[src/rtl/ones_to_mask_if.sv]
// Request/result handshake bundle for the ones_to_mask count-to-mask generator.
interface ones_to_mask_if #(
    parameter int WIDTH = 4
);
    localparam int COUNTER_SIZE = $clog2(WIDTH);

    logic                    s_valid;
    logic                    s_ready;
    logic [COUNTER_SIZE:0]   s_count;
    logic [COUNTER_SIZE-1:0] s_offset;
    logic                    m_valid;
    logic                    m_ready;
    logic [WIDTH-1:0]        m_mask;
    logic [COUNTER_SIZE:0]   m_ones;
    logic                    m_sat;

    // Request producer and result consumer.
    modport master (
        output s_valid, s_count, s_offset, m_ready,
        input  s_ready, m_valid, m_mask, m_ones, m_sat
    );

    // The mask generator.
    modport slave (
        input  s_valid, s_count, s_offset, m_ready,
        output s_ready, m_valid, m_mask, m_ones, m_sat
    );
endinterface

[src/rtl/ones_to_mask.sv]
// ones_to_mask: turns a count into a contiguous, rotated run of ones.
// Stage 1 clamps the count and registers its thermometer code; stage 2
// rotates that code by the offset and drives the registered result.
module ones_to_mask #(
    parameter int WIDTH = 4
) (
    input  logic          clk,
    input  logic          rst,
    ones_to_mask_if.slave bus
);
    localparam int COUNTER_SIZE = $clog2(WIDTH);
    localparam int COUNT_W      = COUNTER_SIZE + 1;
    localparam logic [COUNT_W-1:0]      WIDTH_CNT = COUNT_W'(WIDTH);
    // WIDTH folded into offset width; subtracting it wraps correctly for
    // the offsets in [WIDTH, 2^COUNTER_SIZE) that need reducing.
    localparam logic [COUNTER_SIZE-1:0] WIDTH_OFF = COUNTER_SIZE'(WIDTH);

    // (2^n)-1 for n in [0, WIDTH].
    function automatic logic [WIDTH-1:0] thermometer(input logic [COUNT_W-1:0] n);
        logic [WIDTH-1:0] t;
        for (int i = 0; i < WIDTH; i++) begin
            t[i] = (COUNT_W'(i) < n) ? 1'b1 : 1'b0;
        end
        return t;
    endfunction

    // Rotate left by sh (sh already < WIDTH); bits leaving the top re-enter at bit 0.
    function automatic logic [WIDTH-1:0] rotl(input logic [WIDTH-1:0]        v,
                                              input logic [COUNTER_SIZE-1:0] sh);
        logic [WIDTH-1:0] r;
        int               k;
        r = {WIDTH{1'b0}};
        for (int i = 0; i < WIDTH; i++) begin
            for (int j = 0; j < WIDTH; j++) begin
                k = (i - j + WIDTH) % WIDTH;
                if (k == int'(sh)) begin
                    r[i] = v[j];
                end else begin
                    r[i] = r[i];
                end
            end
        end
        return r;
    endfunction

    logic                    s1_valid_r;
    logic [WIDTH-1:0]        s1_therm_r;
    logic [COUNT_W-1:0]      s1_ones_r;
    logic                    s1_sat_r;
    logic [COUNTER_SIZE-1:0] s1_offset_r;

    logic                    s2_valid_r;
    logic [WIDTH-1:0]        s2_mask_r;
    logic [COUNT_W-1:0]      s2_ones_r;
    logic                    s2_sat_r;

    logic                    s2_open_s;
    logic                    s1_move_s;
    logic                    s_ready_s;
    logic                    s_accept_s;
    logic                    sat_s;
    logic [COUNT_W-1:0]      n_s;
    logic [WIDTH-1:0]        therm_s;
    logic [COUNTER_SIZE-1:0] offset_s;
    logic [WIDTH-1:0]        rot_s;

    // Pipeline flow control: s_ready depends only on stage state and m_ready.
    always_comb begin
        s2_open_s  = ~s2_valid_r | bus.m_ready;
        s1_move_s  = s1_valid_r & s2_open_s;
        s_ready_s  = ~s1_valid_r | s2_open_s;
        s_accept_s = bus.s_valid & s_ready_s;
    end

    // Clamp the requested count, build its thermometer code and reduce the offset.
    always_comb begin
        sat_s = (bus.s_count > WIDTH_CNT) ? 1'b1 : 1'b0;
        if (sat_s) begin
            n_s = WIDTH_CNT;
        end else begin
            n_s = bus.s_count;
        end
        therm_s = thermometer(n_s);
        if ({1'b0, bus.s_offset} >= WIDTH_CNT) begin
            offset_s = bus.s_offset - WIDTH_OFF;
        end else begin
            offset_s = bus.s_offset;
        end
    end

    // Place the stage-1 run at its offset.
    always_comb begin
        rot_s = rotl(s1_therm_r, s1_offset_r);
    end

    // Stage 1 register: loads on accept, empties when it moves on, otherwise holds.
    always_ff @(posedge clk) begin
        if (rst) begin
            s1_valid_r  <= 1'b0;
            s1_therm_r  <= {WIDTH{1'b0}};
            s1_ones_r   <= {COUNT_W{1'b0}};
            s1_sat_r    <= 1'b0;
            s1_offset_r <= {COUNTER_SIZE{1'b0}};
        end else if (s_accept_s) begin
            s1_valid_r  <= 1'b1;
            s1_therm_r  <= therm_s;
            s1_ones_r   <= n_s;
            s1_sat_r    <= sat_s;
            s1_offset_r <= offset_s;
        end else if (s1_move_s) begin
            s1_valid_r  <= 1'b0;
        end else begin
            s1_valid_r  <= s1_valid_r;
        end
    end

    // Stage 2 register: takes stage 1 whenever the output slot is free or being popped.
    always_ff @(posedge clk) begin
        if (rst) begin
            s2_valid_r <= 1'b0;
            s2_mask_r  <= {WIDTH{1'b0}};
            s2_ones_r  <= {COUNT_W{1'b0}};
            s2_sat_r   <= 1'b0;
        end else if (s2_open_s) begin
            s2_valid_r <= s1_valid_r;
            if (s1_valid_r) begin
                s2_mask_r <= rot_s;
                s2_ones_r <= s1_ones_r;
                s2_sat_r  <= s1_sat_r;
            end else begin
                s2_mask_r <= s2_mask_r;
            end
        end else begin
            s2_valid_r <= s2_valid_r;
        end
    end

    assign bus.s_ready = s_ready_s;
    assign bus.m_valid = s2_valid_r;
    assign bus.m_mask  = s2_mask_r;
    assign bus.m_ones  = s2_ones_r;
    assign bus.m_sat   = s2_sat_r;
endmodule

[src/flat_wrapper.sv]
// flat-port wrapper written by rule: the top's interface ports become plain ports
module ones_to_mask_flat 
#(
    parameter int WIDTH = 4
)
  (clk, rst, bus_s_valid, bus_s_count, bus_s_offset, bus_m_ready, bus_s_ready, bus_m_valid, bus_m_mask, bus_m_ones, bus_m_sat);
  ones_to_mask_if #(.WIDTH(WIDTH)) bus_i ();
  input  logic clk;
  input  logic rst;
  input wire logic [$bits(bus_i.s_valid)-1:0] bus_s_valid;
  input wire logic [$bits(bus_i.s_count)-1:0] bus_s_count;
  input wire logic [$bits(bus_i.s_offset)-1:0] bus_s_offset;
  input wire logic [$bits(bus_i.m_ready)-1:0] bus_m_ready;
  output wire logic [$bits(bus_i.s_ready)-1:0] bus_s_ready;
  output wire logic [$bits(bus_i.m_valid)-1:0] bus_m_valid;
  output wire logic [$bits(bus_i.m_mask)-1:0] bus_m_mask;
  output wire logic [$bits(bus_i.m_ones)-1:0] bus_m_ones;
  output wire logic [$bits(bus_i.m_sat)-1:0] bus_m_sat;
  assign bus_i.s_valid = bus_s_valid;
  assign bus_i.s_count = bus_s_count;
  assign bus_i.s_offset = bus_s_offset;
  assign bus_i.m_ready = bus_m_ready;
  assign bus_s_ready = bus_i.s_ready;
  assign bus_m_valid = bus_i.m_valid;
  assign bus_m_mask = bus_i.m_mask;
  assign bus_m_ones = bus_i.m_ones;
  assign bus_m_sat = bus_i.m_sat;
  ones_to_mask #(.WIDTH(WIDTH)) u_core (.clk(clk), .rst(rst), .bus(bus_i));
endmodule
[config.mk]
export PLATFORM = sky130hd
export DESIGN_NAME = ones_to_mask_flat
export DESIGN_NICKNAME = d
export VERILOG_FILES = /design/src/rtl/ones_to_mask_if.sv /design/src/rtl/ones_to_mask.sv /design/src/flat_wrapper.sv
export SDC_FILE = /design/constraint.sdc
export NUM_CORES = 1
export LEC_CHECK = 0
export BUFFER_PORTS_ARGS = -buffer_cell sky130_fd_sc_hd__buf_2
export CAP_MARGIN = 10
export CORE_MARGIN = 1
export CORE_UTILIZATION = 39
export DETAILED_ROUTE_END_ITERATION = 10
export REMOVE_ABC_BUFFERS = 1
export SETUP_SLACK_MARGIN = 0.1
export SLEW_MARGIN = 5
export SYNTH_ARGS = -nofsm -noshare
export SYNTH_HDL_FRONTEND = slang
export SYNTH_SLANG_ARGS = --single-unit
[constraint.sdc]
create_clock -name clk -period 1.8 [get_ports clk]
set_input_delay 0.36 -clock clk [delete_from_list [all_inputs] [get_ports clk]]
set_output_delay 0.36 -clock clk [all_outputs]
set_load 0.05 [all_outputs]
==> metrics.txt, run 1 <==
Mapped Avg Cell Area=9.47 um2; Total Routing Usage GR=0.149; most frequent cells in the layout=18 x dfxtp_1, 17 x buf_2, 16 x a21oi_1; max frequency=0.617 GHz; maximum buffer depth of the clock tree=2; global-route wire length before repair=2730 um; total setup buffers inserted after CTS=0; VDD IR-drop max=0.386 mV; Die Wd=48.7 um; Vias/cell=5.44; #FFs+latches synth=19; Layout Nets=116; fillers=219; arrival time worst endpoint=1.26 ns; CTS tree=done; Rows=16; DRC violations left=0; Worst-path clk slew=0.11 ns; combinational power share=0.150; PwrDens=814 nW/um2; number of max-cap violations=0; Tcrit/Tclk final=0.900; hold buffers post-CTS=0; delay-heaviest family, CP=flip-flops; Internal=569 uW; worst slew pin tran=0.365 ns; WP buf/inv=2; RSZ-0062 raised after global routing=no; final std cells w/o fill=133; Max Slew Vio Count=0; Clock power frac=0.273; sw frac=0.281; Setup TNS Final=0 ns; type of element capturing the critical path=output pin; Post-Route WL=1680 um; Setup CP Type=flop to output pin; H-tree depth=1; layout cells sized above 1=0.321; die area=2380 um2; Max FO, Critical Path=14; leakage power total=0.000376 uW; commonest non-fill, non-tap cell in the layout=dfxtp_1; RD Place Congestion=0.755; clk_skew=0.00439 ns; dpl cells=129; Die Y=48.7 um; Core ar.=2000 um2; P&R area growth vs syn=14.2%; # IOs=19; total number of vias=723; largest net degree at the start of global routing=21; synthesized instance count=90; Required @ worst endpoint=1.44 ns; IO Port Bufs=18; initial antenna violation count=0; crit path launch type=flop; status=complete, no violations; Seq/Total Area, Yosys=0.446; Initial Util=0.426; drt pass-1 iters=4; hold_ws=0.318 ns; Worst path slowest cell=dfxtp_2; clock latency on the worst-skew pair=0.30 ns; grt ovf=0; clk sink count=19; Warnings, synthesis=0; CTS root buffer=clkbuf_4; Avg WL per Cell=12.6 um; Final Core Density=0.486; ANT cells=0; DRT iter0 DRCs=15; Mapped Area=852 um2; final setup vio count=0; CP cell instances=and3b_2 -> inv_4 -> buf_6; library cells used by synthesis=22; Antenna Nets Post-Route=0; final count of hold timing violations=0; slowest stage delay, CP=0.36 ns; register share of total power=0.577; vias in the first global route=638; Net Sw Power=223 uW; HP Class=input port to flop; final worst path period need=1.62 ns; post-DP HPWL=1210 um; worst rel slew slack=0.757; CTS buffer count=3
-- cell families (layout without fill, tap and decap cells) --
logic type / count (synthesis) / count (layout) / share of synthesized area
AOI/OAI and AO/OA: 34 / 34 / 0.245
buffers and inverters: 9 / 25 / 0.0617
DFF: 19 / 19 / 0.446
muxes: 8 / 8 / 0.0999
and+or+nand+nor: 20 / 20 / 0.147
-- power by group through the flow --
stage                     Sequential [uW]  Clock [uW]  Combinational [uW]
final                                 457         216                 119
after global routing                  460         238                 128
after CTS                             457         224                 120
after detailed placement              467           0                 119
after global placement                466           0                 116
after floorplan                       486           0                57.3
-- per-stage QoR --
stage	total power, uW	worst slack (ns)	area [um2]
3_3_place_gp	583	0.291	937
3_5_place_dp	586	0.261	937
6_report	793	0.180	973
2_1_floorplan	543	0.283	813
5_1_grt	826	0.132	973
4_1_cts	801	0.113	968
-- cell type report --
| type | instances | area [um2] | area share |
|---|---|---|---|
| Clock buffer | 3 | 22.5 | 0.0231 |
| Clock inverter | 1 | 5.00 | 0.00514 |
| Inverter | 3 | 13.8 | 0.0141 |
| Multi-Input combinational cell | 62 | 420 | 0.432 |
| Sequential cell | 19 | 382 | 0.392 |
| Tap cell | 27 | 33.8 | 0.0347 |
| Timing Repair Buffer | 18 | 96.3 | 0.0990 |
-- what timing repair did --
item / 4_1_cts / 5_1_grt
resized for setup: 2 / 2
pin swaps: 0 / 1
endpoints found under the setup margin: 1 / 1
-- state kept, by name, summed over array words and instances, names as in the netlist --
signal / cells
u_core.bus.m_mask: 4
u_core.bus.m_ones: 3
u_core.bus.m_sat: 1
u_core.bus.m_valid: 1
u_core.s1_offset_r: 2
u_core.s1_ones_r: 3
u_core.s1_sat_r: 1
u_core.s1_therm_r: 3
u_core.s1_valid_r: 1
-- worst min-delay path: stages --
cell	delay, ns
buf_2	0.09
nand3_1	0.07
a21oi_1	0.06
-- per-layer routing --
| layer | share of wire | vias to the layer above | wire length, um | track usage |
|---|---|---|---|---|
| met5 | 0 | - | 0 | 0 |
| met4 | 0.0048 | 0 | 8 | 0.0588 |
| met3 | 0.032 | 2 | 54 | 0.0409 |
| met2 | 0.51 | 12 | 848 | 0.248 |
| met1 | 0.46 | 346 | 764 | 0.182 |
| li1 | - | 363 | - | - |
-- final timing paths --
check / startpoint / endpoint / slack (ns) / cells after the start
setup / recovery: u_core.s1_valid_r / bus_s_ready / 0.18 / 3
hold / removal: bus_s_offset[1] / u_core.s1_offset_r[1] / 0.32 / 3
setup reg to reg: u_core.s1_valid_r / u_core.s1_therm_r[1] / 0.59 / 4
hold reg to reg: u_core.s1_sat_r / u_core.bus.m_sat / 0.49 / 2
-- Yosys cell counts, drive strengths merged --
master | count | area, um2
and3b | 1 | 8.76
or3 | 1 | 11.3
buf | 4 | 31.3
a21oi | 16 | 80.1
o22ai | 4 | 25.0
o21ai | 10 | 50.1
nor3 | 1 | 5.00
mux2i | 4 | 40.0
nand3 | 7 | 35.0
nor2 | 2 | 7.51
and2b | 1 | 8.76
dfxtp | 19 | 380
inv | 3 | 13.8
a311oi | 3 | 45.0
nand2b | 5 | 31.3
clkbuf | 2 | 7.51
nand4b | 2 | 17.5
o2111ai | 1 | 8.76
mux2 | 4 | 45.0
(Power assumes the default switching activity.)
==> inputs of run 2 (changes only) <==
--- a/config.mk
+++ b/config.mk
@@ -6,8 +6,7 @@
 export NUM_CORES = 1
 export LEC_CHECK = 0
 export BUFFER_PORTS_ARGS = -buffer_cell sky130_fd_sc_hd__buf_2
-export CAP_MARGIN = 10
-export CORE_MARGIN = 1
+export CORE_MARGIN = 2
 export CORE_UTILIZATION = 39
 export DETAILED_ROUTE_END_ITERATION = 10
 export REMOVE_ABC_BUFFERS = 1
==> constraint.sdc (replaced) <==
create_clock -name clk -period 1.7 [get_ports clk]
set_input_delay 0.34 -clock clk [delete_from_list [all_inputs] [get_ports clk]]
set_output_delay 0.34 -clock clk [all_outputs]
set_load 0.05 [all_outputs]
==> metrics.txt, run 2 (synthesis results as in run 1) <==
status=complete, no violations; global-route wire length before repair=2840 um; Worst path slowest cell=dfxtp_2; # IOs=19; Setup TNS Final=0 ns; CTS root buffer=clkbuf_4; Setup CP Type=flop to output pin; fillers=207; Die Y=50.7 um; type of element capturing the critical path=output pin; Core ar.=2000 um2; hold path depth=3; grt ovf=0; Tcrit/Tclk final=0.902; number of max-cap violations=0; clock latency on the worst-skew pair=0.29 ns; Tot Pwr=834 uW; P&R area growth vs syn=15.4%; commonest non-fill, non-tap cell in the layout=dfxtp_1; slowest stage delay, CP=0.36 ns; Antenna Nets Post-Route=0; Worst R2R Setup Slack=0.53 ns; Layout Nets=117; WP buf/inv=2; RR Endpoint=u_core.bus.m_mask[1]; VDD IR-drop max=0.404 mV; RSZ-0062 raised after global routing=no; Largest register FFs=4; worst slew pin tran=0.361 ns; Avg WL per Cell=12.0 um; PwrDens=849 nW/um2; hold buffers post-CTS=0; layout cells sized above 1=0.327; r2r startpoint=u_core.s1_offset_r[0]; maximum buffer depth of the clock tree=2; final std cells w/o fill=134; crit path launch type=flop; Post-Route WL=1610 um; post-DP HPWL=1150 um; CTS tree=done; most frequent cells in the layout=18 x dfxtp_1, 17 x buf_2, 16 x a21oi_1; Required @ worst endpoint=1.36 ns; Rows=16; final setup vio count=0; H-tree depth=1; RD Place Congestion=0.729; DRC violations left=0; max frequency=0.652 GHz; Hold Crit Start=bus_s_offset[0]; IO Port Bufs=18; leakage power total=0.000382 uW; worst rel slew slack=0.759; drt pass-1 iters=4; Max FO, Critical Path=14; die area=2570 um2; met3 wire length=57 um; HP Class=input port to flop; CTS buffer count=3; final worst path period need=1.53 ns; ANT cells=0; initial antenna violation count=0; Total Routing Usage GR=0.142; Final Core Density=0.491; CP cell instances=and3b_2 -> inv_6 -> buf_6; total number of vias=702; final count of hold timing violations=0; delay-heaviest family, CP=flip-flops; Hold Path End=u_core.s1_offset_r[0]; dpl cells=129; Met1 Wirelength=795 um; largest net degree at the start of global routing=21; clk_skew=0.000689 ns; uppermost routed layer=met3; Die Wd=50.7 um; wire length on met2=755 um; vias in the first global route=664; Worst-path clk slew=0.11 ns; arrival time worst endpoint=1.19 ns; Max Slew Vio Count=0; DRT iter0 DRCs=10; clk sink count=19; Worst Reg-to-Reg Cells=3; Vias/cell=5.24; Initial Util=0.426
[run 2: worst register-to-register path, cell delays in order, from the launching register on]
cell	delay, ns
dfxtp_1	0.44
mux2_2	0.37
mux2i_1	0.16
o22ai_1	0.10
[run 2: layer usage]
layer  GRT usage  vias to the layer above
met5           0                        -
met3      0.0327                        0
met1       0.193                      330
met2       0.219                        8
li1            -                      364
met4      0.0541                        0
[run 2: what timing repair did]
item                                   in CTS  in global routing
pin swaps                                   1                  0
buffers inserted                            1                  0
gates resized for setup                     4                  1
gates cloned                                0                  0
setup endpoints to repair                   1                  1
endpoints found under the hold margin       0                  0
[run 2: stage by stage]
| step | worst slack (ns) | cell area (um2) | hold slack (ns) |
|---|---|---|---|
| after floorplan | 0.183 | 813 | 0.408 |
| after global placement | 0.230 | 937 | 0.462 |
| after detailed placement | 0.198 | 937 | 0.473 |
| after CTS | 0.133 | 982 | 0.287 |
| after global routing | 0.115 | 983 | 0.298 |
| final | 0.167 | 983 | 0.289 |
[run 2: worst max-delay path by stage]
stage	startpoint	depth (start not counted)	end	slack (ns)
6_report	u_core.s1_valid_r	3	bus_s_ready	0.17
2_1_floorplan	u_core.bus.m_valid	4	u_core.s1_therm_r[0]	0.18
4_1_cts	u_core.s1_valid_r	3	bus_s_ready	0.13
3_3_place_gp	bus_m_ready	4	bus_s_ready	0.23
3_5_place_dp	bus_m_ready	4	bus_s_ready	0.20
5_1_grt	u_core.s1_valid_r	3	bus_s_ready	0.12
[run 2: where the power goes]
group | total, uW | internal (uW) | switching [uW]
Sequential | 484 | 467 | 17.0
Clock | 225 | 87.5 | 137
Combinational | 126 | 49.1 | 76.8
Total | 834 | 603 | 231
[run 2: area by class of cell]
cell class	instances	area, um2	area share
repair buffers	19	104	0.106
inverters	3	16.3	0.0165
clock buffers	3	22.5	0.0229
flip-flops and latches	19	382	0.388
well taps	27	33.8	0.0344
clock inverters	1	5.00	0.00509
multi-input cells	62	420	0.427
